<file path="src/rtl/load_resp_unit_pkg.sv">
// Shared RISC-V load definitions: funct3 encodings and the load-response FSM state type.
package riscv_pkg;

    localparam logic [2:0] FUNCT3_LB  = 3'b000;
    localparam logic [2:0] FUNCT3_LH  = 3'b001;
    localparam logic [2:0] FUNCT3_LW  = 3'b010;
    localparam logic [2:0] FUNCT3_LBU = 3'b100;
    localparam logic [2:0] FUNCT3_LHU = 3'b101;

    typedef enum logic [1:0] {
        IDLE,
        WAIT,
        HOLD
    } ld_state_t;

endpackage

</file>
<file path="src/rtl/load_resp_unit_if.sv">
// Bundle of load-issue, data-memory response and writeback signals for load_resp_unit.
interface load_resp_unit_if #(
    parameter int WIDTH = 32
);
    logic             ld_valid;
    logic             ld_ready;
    logic [2:0]       ld_funct3;
    logic [1:0]       ld_offset;
    logic [4:0]       ld_rd;
    logic             dmem_resp_valid;
    logic [WIDTH-1:0] dmem_resp_data;
    logic             wb_valid;
    logic             wb_ready;
    logic [WIDTH-1:0] wb_data;
    logic [4:0]       wb_rd;
    logic             wb_err;
    logic             resp_spurious;

    modport slave (
        input  ld_valid, ld_funct3, ld_offset, ld_rd,
        input  dmem_resp_valid, dmem_resp_data, wb_ready,
        output ld_ready, wb_valid, wb_data, wb_rd, wb_err, resp_spurious
    );

    modport master (
        output ld_valid, ld_funct3, ld_offset, ld_rd,
        output dmem_resp_valid, dmem_resp_data, wb_ready,
        input  ld_ready, wb_valid, wb_data, wb_rd, wb_err, resp_spurious
    );

endinterface

</file>
<file path="src/rtl/load_resp_unit_extract.sv">
// Combinational load data extraction: shift the addressed lane down, then sign/zero-extend.
module load_extract
    import riscv_pkg::*;
#(
    parameter int WIDTH = 32
) (
    input  logic [WIDTH-1:0] data,
    input  logic [2:0]       funct3,
    input  logic [1:0]       offset,
    output logic [WIDTH-1:0] ext_data,
    output logic             err
);

    logic [WIDTH-1:0] s;

    always_comb begin
        s        = data >> {offset, 3'b000};
        ext_data = '0;
        err      = 1'b0;
        case (funct3)
            FUNCT3_LB:  ext_data = {{(WIDTH-8){s[7]}}, s[7:0]};
            FUNCT3_LBU: ext_data = {{(WIDTH-8){1'b0}}, s[7:0]};
            // Offset 3 halves straddle the word; the shift leaves zeros in the upper byte.
            FUNCT3_LH: begin
                ext_data = {{(WIDTH-16){s[15]}}, s[15:0]};
                err      = (offset == 2'd3);
            end
            FUNCT3_LHU: begin
                ext_data = {{(WIDTH-16){1'b0}}, s[15:0]};
                err      = (offset == 2'd3);
            end
            FUNCT3_LW: begin
                ext_data = data;
                err      = (offset != 2'd0);
            end
            default: begin
                ext_data = '0;
                err      = 1'b1;
            end
        endcase
    end

endmodule

</file>
<file path="src/rtl/load_resp_unit.sv">
// Load-response unit: tracks one outstanding load, extracts the dmem response and holds it for writeback.
module load_resp_unit
    import riscv_pkg::*;
#(
    parameter int WIDTH = 32
) (
    input  logic           clk,
    input  logic           rst_n,
    load_resp_unit_if.slave bus
);

    ld_state_t        state;
    logic [2:0]       funct3_q;
    logic [1:0]       offset_q;
    logic [4:0]       rd_q;
    logic [WIDTH-1:0] ext_data;
    logic             ext_err;

    load_extract #(.WIDTH(WIDTH)) u_extract (
        .data     (bus.dmem_resp_data),
        .funct3   (funct3_q),
        .offset   (offset_q),
        .ext_data (ext_data),
        .err      (ext_err)
    );

    assign bus.ld_ready = (state == IDLE) || ((state == HOLD) && bus.wb_ready);

    always_ff @(posedge clk or negedge rst_n) begin
        if (!rst_n) begin
            state             <= IDLE;
            funct3_q          <= '0;
            offset_q          <= '0;
            rd_q              <= '0;
            bus.wb_valid      <= 1'b0;
            bus.wb_data       <= '0;
            bus.wb_rd         <= '0;
            bus.wb_err        <= 1'b0;
            bus.resp_spurious <= 1'b0;
        end else begin
            bus.resp_spurious <= 1'b0;
            case (state)
                IDLE: begin
                    if (bus.dmem_resp_valid) bus.resp_spurious <= 1'b1;
                    if (bus.ld_valid) begin
                        funct3_q <= bus.ld_funct3;
                        offset_q <= bus.ld_offset;
                        rd_q     <= bus.ld_rd;
                        state    <= WAIT;
                    end
                end
                WAIT: begin
                    if (bus.dmem_resp_valid) begin
                        bus.wb_valid <= 1'b1;
                        bus.wb_data  <= ext_data;
                        bus.wb_rd    <= rd_q;
                        bus.wb_err   <= ext_err;
                        state        <= HOLD;
                    end
                end
                HOLD: begin
                    if (bus.dmem_resp_valid) bus.resp_spurious <= 1'b1;
                    if (bus.wb_ready) begin
                        bus.wb_valid <= 1'b0;
                        if (bus.ld_valid) begin
                            funct3_q <= bus.ld_funct3;
                            offset_q <= bus.ld_offset;
                            rd_q     <= bus.ld_rd;
                            state    <= WAIT;
                        end else begin
                            state <= IDLE;
                        end
                    end
                end
                default: state <= IDLE;
            endcase
        end
    end

endmodule

</file>
<file path="src/flat_wrapper.sv">
// flat-port wrapper written by rule: the top's interface ports become plain ports
module load_resp_unit_flat import riscv_pkg::*;
#(
    parameter int WIDTH = 32
)
  (clk, rst_n, bus_ld_valid, bus_ld_funct3, bus_ld_offset, bus_ld_rd, bus_dmem_resp_valid, bus_dmem_resp_data, bus_wb_ready, bus_ld_ready, bus_wb_valid, bus_wb_data, bus_wb_rd, bus_wb_err, bus_resp_spurious);
  load_resp_unit_if #(.WIDTH(WIDTH)) bus_i ();
  input  logic clk;
  input  logic rst_n;
  input wire logic [$bits(bus_i.ld_valid)-1:0] bus_ld_valid;
  input wire logic [$bits(bus_i.ld_funct3)-1:0] bus_ld_funct3;
  input wire logic [$bits(bus_i.ld_offset)-1:0] bus_ld_offset;
  input wire logic [$bits(bus_i.ld_rd)-1:0] bus_ld_rd;
  input wire logic [$bits(bus_i.dmem_resp_valid)-1:0] bus_dmem_resp_valid;
  input wire logic [$bits(bus_i.dmem_resp_data)-1:0] bus_dmem_resp_data;
  input wire logic [$bits(bus_i.wb_ready)-1:0] bus_wb_ready;
  output wire logic [$bits(bus_i.ld_ready)-1:0] bus_ld_ready;
  output wire logic [$bits(bus_i.wb_valid)-1:0] bus_wb_valid;
  output wire logic [$bits(bus_i.wb_data)-1:0] bus_wb_data;
  output wire logic [$bits(bus_i.wb_rd)-1:0] bus_wb_rd;
  output wire logic [$bits(bus_i.wb_err)-1:0] bus_wb_err;
  output wire logic [$bits(bus_i.resp_spurious)-1:0] bus_resp_spurious;
  assign bus_i.ld_valid = bus_ld_valid;
  assign bus_i.ld_funct3 = bus_ld_funct3;
  assign bus_i.ld_offset = bus_ld_offset;
  assign bus_i.ld_rd = bus_ld_rd;
  assign bus_i.dmem_resp_valid = bus_dmem_resp_valid;
  assign bus_i.dmem_resp_data = bus_dmem_resp_data;
  assign bus_i.wb_ready = bus_wb_ready;
  assign bus_ld_ready = bus_i.ld_ready;
  assign bus_wb_valid = bus_i.wb_valid;
  assign bus_wb_data = bus_i.wb_data;
  assign bus_wb_rd = bus_i.wb_rd;
  assign bus_wb_err = bus_i.wb_err;
  assign bus_resp_spurious = bus_i.resp_spurious;
  load_resp_unit #(.WIDTH(WIDTH)) u_core (.clk(clk), .rst_n(rst_n), .bus(bus_i));
endmodule
</file>
<file path="config.mk">
export PLATFORM = sky130hd
export DESIGN_NAME = load_resp_unit_flat
export DESIGN_NICKNAME = d
export VERILOG_FILES = /design/src/rtl/load_resp_unit_pkg.sv /design/src/rtl/load_resp_unit_if.sv /design/src/rtl/load_resp_unit_extract.sv /design/src/rtl/load_resp_unit.sv /design/src/flat_wrapper.sv
export SDC_FILE = /design/constraint.sdc
export NUM_CORES = 1
export LEC_CHECK = 0
export BUFFER_PORTS_ARGS = -buffer_cell sky130_fd_sc_hd__buf_2
export CORE_MARGIN = 2
export CORE_UTILIZATION = 50
export CTS_CLUSTER_DIAMETER = 120
export CTS_CLUSTER_SIZE = 8
export DETAILED_ROUTE_END_ITERATION = 10
export GPL_ROUTABILITY_DRIVEN = 0
export PLACE_DENSITY = 0.8
export SLEW_MARGIN = 20
export SYNTH_ARGS = -nofsm -noshare
export SYNTH_HDL_FRONTEND = slang
export SYNTH_SLANG_ARGS = --single-unit
</file>
<file path="constraint.sdc">
create_clock -name clk -period 2.31 [get_ports clk]
set_input_delay 0.5775 -clock clk [delete_from_list [all_inputs] [get_ports clk]]
set_output_delay 0.5775 -clock clk [all_outputs]
set_load 0.005 [all_outputs]
</file>
==> summary.txt, run 1 <==
Placement
  • HPWL after detailed placement: between 4000 and 5000 µm
  • Port Buffers: 87

Final layout
  • Layout cell share with drive strength beyond 1: roughly 43%
  • Layout area overhead: 23.8%
  • Number of diodes: 0
  • Commonest cells after routing, fill and taps aside: buf_2, dfrtp_1, nand2_1, a221o_1, mux2_2
  • Most common cell after layout, fill and taps aside: buf_2
  • Fin nets: approximately 350

Clock network
  • CTS resizes: 0
  • CTS tree: done
  • Total CTS buffers: 5
  • H-tree depth: 2
  • Hold_buf cts: 0
  • TritonCTS sink count: 52
  • Clk slew on worst S/H paths: 90 ps
  • Clock buffer depth: 2
  • Clk root buf: clkbuf_8
  • Skew-Pair Late Insertion Delay: about 300 ps
  • Setup Buffers After CTS: 0

Worst setup path
  • RR Startpoint: u_core.offset_q[1]
  • R2R setup slack: approximately 520 ps
  • Worst endpoint required time: 2470 ps
  • Crit. End Element: register
  • CP Launch Type: register
  • Worst setup startpoint: u_core.offset_q[1]
  • RR Endpoint: u_core.bus.wb_data[14]
  • R2R cell count: 4
  • CP arrival: just under 2000 ps
  • Setup CP Type: reg -> reg
  • Critical Path Sink: u_core.bus.wb_data[14]
  • Critical path peak fanout: 9

Timing
  • Max Fclk: between 500 and 600 MHz
  • Slew @ Worst Pin: between 600 and 700 ps
  • Count of final max-slew check failures: 0
  • Final worst clock skew: between 4 and 5 ps
  • Final worst path period share: around 77%
  • Period minus WS final: about 1800 ps
  • Max-slew headroom: between 50% and 60%
  • Unrepaired setup endpoints after global routing: false
  • Setup violators final: 0
  • Final TNS setup: 0 ps
  • Final Hold Vio Count: 0

Drt
  • # DRC: 0
  • ANT nets after route: 0
  • Vias: roughly 2100
  • Starting DRT DRC Count: approximately 160
  • Vias/cell: between 5 and 6
  • Pre-antenna DRT Iters: 5
  • WL/cell: roughly 16 µm
  • Total length of routed wires: 6030 µm

Power and ir drop
  • Sw frac: a little over a third
  • Maximum VDD drop: approximately 660 µV
  • Combinational fraction of design power: between 40% and 50%
  • Net switching power: 1.39 mW
  • Pwr/cell area: between 1000 and 1500 nW/µm²
  • Flop pwr share: a little over two fifths
  • Cell-internal power: around 2.4 mW
  • Clock share of power: a little over an eighth
  • Power Total: ~3.8 mW
  • Leak: 1.54 nW

Synthesis
  • Mapped Area: 2520 µm²
  • Synth area leader: dfrtp_1
  • Dominant cells by area after synthesis: dfrtp_1, mux2_2, a221o_1
  • Ys Warns: 0
  • Netlist cell types: 33
  • #FFs+latches synth: 52
  • Top cell type's share of synthesized area: 51.7%
  • Synth Instances: 223
  • Avg Synthesized Cell Area: approximately 11 µm²
  • Sequential cell area fraction in the yosys report: roughly 52%
  • Syn_nets: 270

Die
  • Site Rows: 25
  • I/O pins: between 80 and 90
  • Core area: approximately 4800 µm²
  • Chip Width: between 70 and 80 µm
  • Die Ht: 75.0 µm
  • Die ar.: ~5600 µm²
  • Initial core utilization: roughly 53%

Flow run
  • Max_cap viols: 0

Worst hold path
  • Hold crit path type: in -> async

GRT
  • Largest net degree at the start of global routing: between 50 and 60
  • Grt ovf: 0
  • Initial antenna violation count: 0
  • Met2 usage in global routing: 35.3%
  • First-pass GRT wire length: between 9000 and 10000 µm
  • Total track usage: 22.3%
  • GR Util met3: approximately 5.4%
  • Vias in the first global route: slightly below 2000
  • GR peak layer: met2
  • Met1 usage: approximately a third

Outcome
  • Outcome: finished, final reports clean
-- cells by family after synthesis --
kind of cell	share of synthesized area [%]
DFF	51.7
and+or+nand+nor	9.19
muxes	13.3
buffers and inverters	4.17
AOI/OAI and AO/OA	21.7
-- synthesized netlist by cell type --
cell type  number
inv_1           5
a22o_1          1
a221o_1        21
and2_1          2
dfrtp_1        52
buf_4           1
nand3b_1        2
o211ai_1        1
nor3_1          2
a32oi_1         2
nand2b_1        2
o2bb2ai_1       2
o211a_4         1
a31o_2          1
a22oi_1         5
a21bo_2         4
o31ai_1         2
mux2i_1         6
a21oi_1        15
nor2_1          9
mux4_2          1
buf_1           4
nor2b_1         3
o22ai_1         1
o221ai_1        8
buf_6           1
mux2_2         20
or3_1           2
buf_2           6
nand2_1        31
mux4_1          1
o21ai_0         3
clkbuf_1        6
-- power groups by stage --
stage                     Combinational (mW)  Clock [mW]  Sequential [mW]
final                                   1.70       0.524             1.61
after global routing                    1.88       0.572             1.67
after CTS                               1.70       0.533             1.61
after detailed placement                1.69           0             1.62
after global placement                  1.64           0             1.61
after floorplan                         1.13           0             1.56
-- state kept, by name, indices dropped and copies added (netlist names) --
| register | flops |
|---|---|
| u_core.bus.resp_spurious | 1 |
| u_core.bus.wb_data | 32 |
| u_core.bus.wb_err | 1 |
| u_core.bus.wb_rd | 5 |
| u_core.bus.wb_valid | 1 |
| u_core.funct3_q | 3 |
| u_core.offset_q | 2 |
| u_core.rd_q | 5 |
| u_core.state | 2 |
-- routing by layer --
layer	wire, µm	share of wire, %	vias up
li1	-	-	1005
met1	2530	42	1005
met2	2940	49	100
met3	525	8.7	6
met4	34	0.56	0
met5	0	0	-
-- layout make-up --
cell class              count  area [µm²]
flip-flops and latches     52        1300
fillers                   395        1670
multi-input cells         148        1110
clock inverters             2        10.0
inverters                   5        18.8
well taps                  67        83.8
repair buffers             95         508
clock buffers               6        82.6
-- worst max-delay path, cell delays in order (launching register included) --
cell and delay (ps):
dfrtp_1 480, mux4_1 570, and2_1 290, a21oi_1 170, o221ai_1 140
-- metrics by stage --
stage	hold WS, ps	std cells	util, %	instance area [µm²]	setup WS [ps]
6_report	85.3	375	65.2	3120	521
4_1_cts	88.3	375	65.1	3120	347
5_1_grt	91.9	375	65.2	3120	391
3_3_place_gp	417	367	63.2	3020	304
2_1_floorplan	282	223	-	2520	517
3_5_place_dp	419	367	63.2	3020	238
-- how the worst min path moves through the flow --
stage / from / to / slack, ps / cells after the start
2_1_floorplan: rst_n / u_core.bus.resp_spurious / 280 / 0
3_3_place_gp: rst_n / u_core.rd_q[2] / 420 / 1
3_5_place_dp: rst_n / u_core.rd_q[0] / 420 / 1
4_1_cts: rst_n / u_core.rd_q[0] / 90 / 1
5_1_grt: rst_n / u_core.rd_q[2] / 90 / 1
6_report: rst_n / u_core.rd_q[2] / 90 / 1
No activity file was read; power rests on OpenSTA's default activity.
==> inputs of run 2 (changes only) <==
--- a/config.mk
+++ b/config.mk
@@ -7,12 +7,12 @@
 export LEC_CHECK = 0
 export BUFFER_PORTS_ARGS = -buffer_cell sky130_fd_sc_hd__buf_2
 export CORE_MARGIN = 2
-export CORE_UTILIZATION = 50
+export CORE_UTILIZATION = 45
 export CTS_CLUSTER_DIAMETER = 120
 export CTS_CLUSTER_SIZE = 8
 export DETAILED_ROUTE_END_ITERATION = 10
 export GPL_ROUTABILITY_DRIVEN = 0
-export PLACE_DENSITY = 0.8
+export PLACE_DENSITY = 0.76
 export SLEW_MARGIN = 20
 export SYNTH_ARGS = -nofsm -noshare
 export SYNTH_HDL_FRONTEND = slang
==> constraint.sdc (replaced) <==
create_clock -name clk -period 1.5 [get_ports clk]
set_input_delay 0.375 -clock clk [delete_from_list [all_inputs] [get_ports clk]]
set_output_delay 0.375 -clock clk [all_outputs]
set_load 0.005 [all_outputs]
==> summary.txt, run 2 (same netlist as run 1, synthesis figures left out) <==
Timing
  • Final worst path period share: 110% (was 77.5%)
  • Setup ws final: -155 ps (was 521 ps)
  • Slew @ Worst Pin: 634 ps (was 668 ps)
  • Max Fclk: 604 MHz (was 559 MHz)
  • Final Hold Vio Count: 0 (unchanged)
  • Unrepaired setup endpoints after global routing: true (was false)
  • Final worst clock skew: 10.8 ps (was 4.34 ps)
  • Period minus WS final: 1650 ps (was 1790 ps)
  • Max-slew headroom: 57.7% (was 55.4%)
  • Count of final max-slew check failures: 0 (unchanged)
  • Final TNS setup: -3630 ps (was 0 ps)
  • Setup violators final: 31 (was 0)

Die
  • Initial core utilization: 46.3% (was 52.6%)
  • Die ar.: 6210 µm² (was 5620 µm²)
  • Die Ht: 78.8 µm (was 75.0 µm)
  • I/O pins: 88 (unchanged)
  • Core area: 5440 µm² (was 4790 µm²)
  • Site Rows: 27 (was 25)
  • Chip Width: 78.8 µm (was 75.0 µm)

Placement
  • Port Buffers: 87 (unchanged)
  • Placed cells: 389 (was 367)
  • HPWL after detailed placement: 4760 µm (was 4470 µm)
  • Dpl ws: -286 ps (was 238 ps)

Power and ir drop
  • Sw frac: 35.4% (was 36.3%)
  • Flop pwr share: 35.0% (was 42.1%)
  • Cell-internal power: 4.43 mW (was 2.44 mW)
  • Maximum VDD drop: 948 µV (was 655 µV)
  • Combinational fraction of design power: 50.8% (was 44.3%)
  • Pwr/cell area: 1960 nW/µm² (was 1230 nW/µm²)
  • Clock share of power: 14.2% (was 13.7%)
  • Net switching power: 2.43 mW (was 1.39 mW)
  • Leak: 1.70 nW (was 1.54 nW)

Final layout
  • Layout area overhead: 38.7% (was 23.8%)
  • Most common cell after layout, fill and taps aside: buf_2 (unchanged)
  • Commonest cells after routing, fill and taps aside: buf_2, dfrtp_1, nand2_1, buf_4, a221o_1 (was buf_2, dfrtp_1, nand2_1, a221o_1, mux2_2)
  • Number of diodes: 0 (unchanged)
  • Multi-input gate area in the final layout: 1170 µm² (was 1110 µm²)
  • Max reg flops: 32 (unchanged)
  • Biggest regs: u_core.bus.wb_data (32), u_core.bus.wb_rd (5), u_core.rd_q (5) (unchanged)
  • Reg area: 1300 µm² (about the same)
  • Layout cell share with drive strength beyond 1: 51.5% (was 42.5%)
  • Fin nets: 380 (was 354)
  • Non-Filler Instances: 406 (was 375)
  • Most flop-heavy register: u_core.bus.wb_data (unchanged)
  • Fillers: 417 (was 395)

GRT
  • First-pass GRT wire length: 10600 µm (was 9610 µm)
  • Initial antenna violation count: 0 (unchanged)
  • Vias in the first global route: 2215 (was 1969)
  • Largest net degree at the start of global routing: 53 (was 56)
  • Grt ovf: 0 (unchanged)
  • Total track usage: 21.6% (was 22.3%)

Drt
  • # DRC: 0 (unchanged)
  • ANT nets after route: 0 (unchanged)
  • Vias/cell: 5.69 (was 5.64)
  • Pre-antenna DRT Iters: 4 (was 5)
  • Total length of routed wires: 7020 µm (was 6030 µm)
  • Starting DRT DRC Count: 136 (was 155)
  • Vias: 2312 (was 2116)
  • WL/cell: 17.3 µm (was 16.1 µm)

Worst setup path
  • CP Launch Type: register (unchanged)
  • Crit. End Element: register (unchanged)
  • R2R cell count: 3 (was 4)
  • RR Startpoint: u_core.offset_q[1] (unchanged)
  • CP arrival: 1860 ps (was 1950 ps)
  • R2R setup slack: -150 ps (was 520 ps)
  • Worst endpoint required time: 1700 ps (was 2470 ps)
  • Slowest stage delay, CP: 530 ps (was 570 ps)
  • Critical Path Sink: u_core.bus.wb_data[17] (was u_core.bus.wb_data[14])
  • Setup CP Type: reg -> reg (unchanged)
  • Worst path buffer plus inverter count: 0 (unchanged)
  • Worst setup startpoint: u_core.offset_q[1] (unchanged)
  • RR Endpoint: u_core.bus.wb_data[17] (was u_core.bus.wb_data[14])
  • Worst path depth: 3 (was 4)
  • Slowest cell on the critical path: mux4_2 (was mux4_1)
  • Critical path peak fanout: 16 (was 9)
  • Critical-path cell list: mux4_2 > o211a_4 > a221o_1 (was mux4_1 > and2_1 > a21oi_1 > o221ai_1)
  • CP top delay family: compound AO/OA/AOI/OAI gates (was multiplexers)

Clock network
  • TritonCTS sink count: 52 (unchanged)
  • Total CTS buffers: 5 (unchanged)
  • Clk slew on worst S/H paths: 100 ps (was 90 ps)
  • H-tree depth: 2 (unchanged)
  • CTS tree: done (unchanged)
  • Clock buffer depth: 2 (unchanged)
  • Clk root buf: clkbuf_8 (unchanged)
  • Skew-Pair Late Insertion Delay: 320 ps (was 300 ps)
  • Hold_buf cts: 0 (unchanged)

Flow run
  • Max_cap viols: 0 (unchanged)

Outcome
  • Outcome: finished with violations (was finished, final reports clean)
  • Failing checks: setup timing

Worst hold path
  • Hold crit path type: in -> async (unchanged)
-- run 2: cell types whose count changed in the layout (fill, tap and decap cells not counted), moves of 3 or more --
cell     before  now
buf_6         0    4
a21oi_2       0    6
buf_4         7   22
buf_12        1    4
a21oi_1      15    8
-- run 2: worst reg2reg max path, delay by kind of cell (launching register included) --
kind | cells | cell delay [ps]
DFF | 1 | 410
muxes | 1 | 530
AOI/OAI and AO/OA | 2 | 610
-- run 2: power by group through the flow --
stage / Combinational [mW] / Clock, mW / Sequential (mW)
6_report: 3.49 / 0.973 / 2.40
5_1_grt: 3.77 / 1.05 / 2.49
4_1_cts: 3.11 / 0.987 / 2.38
3_5_place_dp: 3.03 / 0 / 2.41
3_3_place_gp: 2.96 / 0 / 2.38
2_1_floorplan: 1.74 / 0 / 2.40
-- run 2: cell type report --
cell class / instances / share of cell area (%)
sequential: 52 / 37.3
multi-input combinational: 148 / 33.5
timing repair buffer: 121 / 22.9
tap: 72 / 2.58
clock buffer: 6 / 2.08
clock inverter: 2 / 1.00
inverter: 5 / 0.645
-- run 2: through the flow --
step | util, % | area (µm²) | hold slack [ps] | power [mW]
6_report | 64.2 | 3490 | 34.0 | 6.86
5_1_grt | 64.2 | 3490 | 55.9 | 7.31
4_1_cts | 61.3 | 3330 | 46.6 | 6.48
3_5_place_dp | 59.0 | 3210 | 390 | 5.44
3_3_place_gp | 59.0 | 3210 | 383 | 5.34
2_1_floorplan | - | 2520 | 79.4 | 4.14
-- run 2: per-layer routing --
| layer | GRT usage [%] | vias up | routed length, µm | part of all wire (%) |
|---|---|---|---|---|
| met5 | 0 | - | 0 | 0 |
| met4 | 6.21 | 0 | 110 | 1.6 |
| met3 | 6.14 | 12 | 581 | 8.3 |
| met2 | 34.8 | 92 | 3400 | 48 |
| met1 | 28.8 | 1145 | 2930 | 42 |
| li1 | - | 1063 | - | - |
-- run 2: timing repair --
item                       4_1_cts  5_1_grt
setup endpoints to repair       32       48
resized for setup                6       23
gates cloned                     0        2
setup buffers                    1        6
pin swaps                        0        6
-- run 2: how the worst min path moves through the flow --
stage                      from                        to  slack [ps]
after floorplan           rst_n  u_core.bus.resp_spurious          80
after global placement    rst_n       u_core.bus.wb_rd[2]         380
after detailed placement  rst_n       u_core.bus.wb_rd[2]         390
after CTS                 rst_n       u_core.bus.wb_rd[2]          50
after global routing      rst_n     u_core.bus.wb_data[0]          60
final                     rst_n     u_core.bus.wb_data[1]          30
==> inputs of run 3 (changes only) <==
--- a/config.mk
+++ b/config.mk
@@ -7,12 +7,13 @@
 export LEC_CHECK = 0
 export BUFFER_PORTS_ARGS = -buffer_cell sky130_fd_sc_hd__buf_2
 export CORE_MARGIN = 2
-export CORE_UTILIZATION = 45
+export CORE_UTILIZATION = 50
 export CTS_CLUSTER_DIAMETER = 120
 export CTS_CLUSTER_SIZE = 8
 export DETAILED_ROUTE_END_ITERATION = 10
 export GPL_ROUTABILITY_DRIVEN = 0
-export PLACE_DENSITY = 0.76
+export PLACE_DENSITY = 0.8
+export REMOVE_ABC_BUFFERS = 1
 export SLEW_MARGIN = 20
 export SYNTH_ARGS = -nofsm -noshare
 export SYNTH_HDL_FRONTEND = slang
==> constraint.sdc (replaced) <==
create_clock -name clk -period 1.7 [get_ports clk]
set_input_delay 0.425 -clock clk [delete_from_list [all_inputs] [get_ports clk]]
set_output_delay 0.425 -clock clk [all_outputs]
set_load 0.005 [all_outputs]
==> summary.txt, run 3 (same netlist as run 1, synthesis figures left out) <==
Power and ir drop
  • Pwr/cell area: 1680 nW/µm² (was 1960 nW/µm²)
  • Combinational fraction of design power: 47.5% (was 50.8%)
  • Leak: 1.61 nW (was 1.70 nW)
  • Sw frac: 35.9% (was 35.4%)
  • Flop pwr share: 39.1% (was 35.0%)
  • Clock share of power: 13.4% (was 14.2%)
  • Cell-internal power: 3.50 mW (was 4.43 mW)
  • Net switching power: 1.96 mW (was 2.43 mW)
  • Maximum VDD drop: 1090 µV (was 948 µV)

Clock network
  • Skew-Pair Late Insertion Delay: 310 ps (was 320 ps)
  • Clock buffer depth: 2 (unchanged)
  • TritonCTS sink count: 52 (unchanged)
  • CTS tree: done (unchanged)
  • H-tree depth: 2 (unchanged)
  • Total CTS buffers: 5 (unchanged)
  • Clk root buf: clkbuf_8 (unchanged)
  • Clk slew on worst S/H paths: 90 ps (was 100 ps)
  • Hold_buf cts: 0 (unchanged)

Worst setup path
  • Setup CP Type: reg -> reg (unchanged)
  • Worst endpoint required time: 1900 ps (was 1700 ps)
  • Crit. End Element: register (unchanged)
  • CP arrival: 1850 ps (was 1860 ps)
  • CP Launch Type: register (unchanged)
  • Critical path peak fanout: 16 (unchanged)

Die
  • Chip Width: 75.0 µm (was 78.8 µm)
  • Initial core utilization: 52.6% (was 46.3%)
  • Die ar.: 5620 µm² (was 6210 µm²)
  • Site Rows: 25 (was 27)
  • I/O pins: 88 (unchanged)
  • Die Ht: 75.0 µm (was 78.8 µm)
  • Core area: 4790 µm² (was 5440 µm²)

Timing
  • Final worst clock skew: 7.90 ps (was 10.8 ps)
  • Max Fclk: 605 MHz (was 604 MHz)
  • Setup violators final: 0 (was 31)
  • Hold Slack: 79.2 ps (was 34.0 ps)
  • Max-slew headroom: 75.1% (was 57.7%)
  • Slew @ Worst Pin: 370 ps (was 634 ps)
  • Final Hold Vio Count: 0 (unchanged)
  • Count of final max-slew check failures: 0 (unchanged)
  • Unrepaired setup endpoints after global routing: true (unchanged)
  • Period minus WS final: 1650 ps (about the same)
  • Setup ws final: 48.3 ps (was -155 ps)
  • Final worst path period share: 97.2% (was 110%)

Placement
  • Dpl cell area: 3140 µm² (was 3210 µm²)
  • Dpl ws: -71.4 ps (was -286 ps)
  • Port Buffers: 87 (unchanged)
  • HPWL after detailed placement: 4670 µm (was 4760 µm)

Final layout
  • Max reg flops: 32 (unchanged)
  • Post-route cell area: 3250 µm² (was 3490 µm²)
  • Fillers: 361 (was 417)
  • Layout area overhead: 29.2% (was 38.7%)
  • Fin nets: 370 (was 380)
  • Most flop-heavy register: u_core.bus.wb_data (unchanged)
  • Final core occ: 68.0% (was 64.2%)
  • Biggest regs: u_core.bus.wb_data (32), u_core.bus.wb_rd (5), u_core.rd_q (5) (unchanged)
  • Commonest cells after routing, fill and taps aside: buf_2, dfrtp_1, nand2_1, buf_4, a221o_1 (unchanged)
  • Layout cell share with drive strength beyond 1: 45.4% (was 51.5%)
  • Most common cell after layout, fill and taps aside: buf_2 (unchanged)
  • Number of diodes: 0 (unchanged)

GRT
  • Total track usage: 24.0% (was 21.6%)
  • Vias in the first global route: 2122 (was 2215)
  • Initial antenna violation count: 0 (unchanged)
  • First-pass GRT wire length: 10200 µm (was 10600 µm)
  • Largest net degree at the start of global routing: 53 (unchanged)
  • Grt ovf: 0 (unchanged)

Drt
  • Vias: 2211 (was 2312)
  • Starting DRT DRC Count: 217 (was 136)
  • ANT nets after route: 0 (unchanged)
  • Total length of routed wires: 6430 µm (was 7020 µm)
  • Pre-antenna DRT Iters: 4 (unchanged)
  • Vias/cell: 5.65 (was 5.69)
  • WL/cell: 16.4 µm (was 17.3 µm)
  • # DRC: 0 (unchanged)

Outcome
  • Outcome: finished, final reports clean (was finished with violations)

Worst hold path
  • Hold crit path type: in -> async (unchanged)

Flow run
  • Max_cap viols: 0 (unchanged)
-- run 3: cell types whose count changed in the layout (fill, tap and decap cells not counted), sizes merged --
cell,previous run,this run
clkbuf,7,8
clkinvlp,1,0
inv,4,5
buf,120,111
bufinv,1,0
clkinv,1,0
-- run 3: power groups by stage --
stage,Sequential (mW),Combinational (mW),Clock (mW)
floorplan,2.25,1.30,0
global placement,2.14,2.47,0
detailed placement,2.15,2.54,0
CTS,2.14,2.57,0.736
global route,2.21,2.85,0.783
finish,2.14,2.59,0.730
-- run 3: critical path, cell delays in order, from the launching register on --
cell and delay (ps):
dfrtp_2 420, mux4_2 520, o211a_4 320, a221o_1 280
-- run 3: area by class of cell --
class,instances,area [µm²],share of cell area [%]
Clock buffer,8,90.1,2.77
Inverter,5,18.8,0.577
Multi-Input combinational cell,148,1120,34.4
Sequential cell,52,1300,40.0
Tap cell,67,83.8,2.58
Timing Repair Buffer,111,641,19.7
-- run 3: metal layers --
layer  part of all wire (%)  up-vias  GRT usage, %  routed length [µm]
met3                    8.0        9          7.10                 515
met1                     44     1085          31.6                2860
met4                    1.1        0          6.75                  70
met2                     46       83          38.8                2980
met5                      0        -             0                   0
li1                       -     1034             -                   -
-- run 3: stage by stage --
step / setup TNS (ps) / total power [mW] / std cells
2_1_floorplan: -25620 / 3.55 / 205
5_1_grt: -38.9 / 5.85 / 391
6_report: 0 / 5.46 / 391
3_5_place_dp: -1080 / 4.70 / 381
4_1_cts: 0 / 5.44 / 389
3_3_place_gp: -178 / 4.61 / 381
-- run 3: worst paths after layout --
path	from	endpoint	slack (ps)	cells past startpoint
setup / recovery	u_core.offset_q[1]	u_core.bus.wb_data[25]	50	3
hold / removal	rst_n	u_core.bus.wb_data[0]	80	2
setup reg to reg	u_core.offset_q[1]	u_core.bus.wb_data[25]	50	3
hold reg to reg	u_core.bus.wb_data[6]	u_core.bus.wb_data[6]	490	2
max in group asynchronous	rst_n	u_core.offset_q[1]	1370	2
min in group clk	bus_wb_ready	u_core.state[1]	300	2
-- run 3: repair_timing --
| item | in CTS | in global routing |
|---|---|---|
| resized for setup | 3 | 1 |
| buffers inserted | 0 | 2 |
| setup endpoints to repair | 21 | 25 |
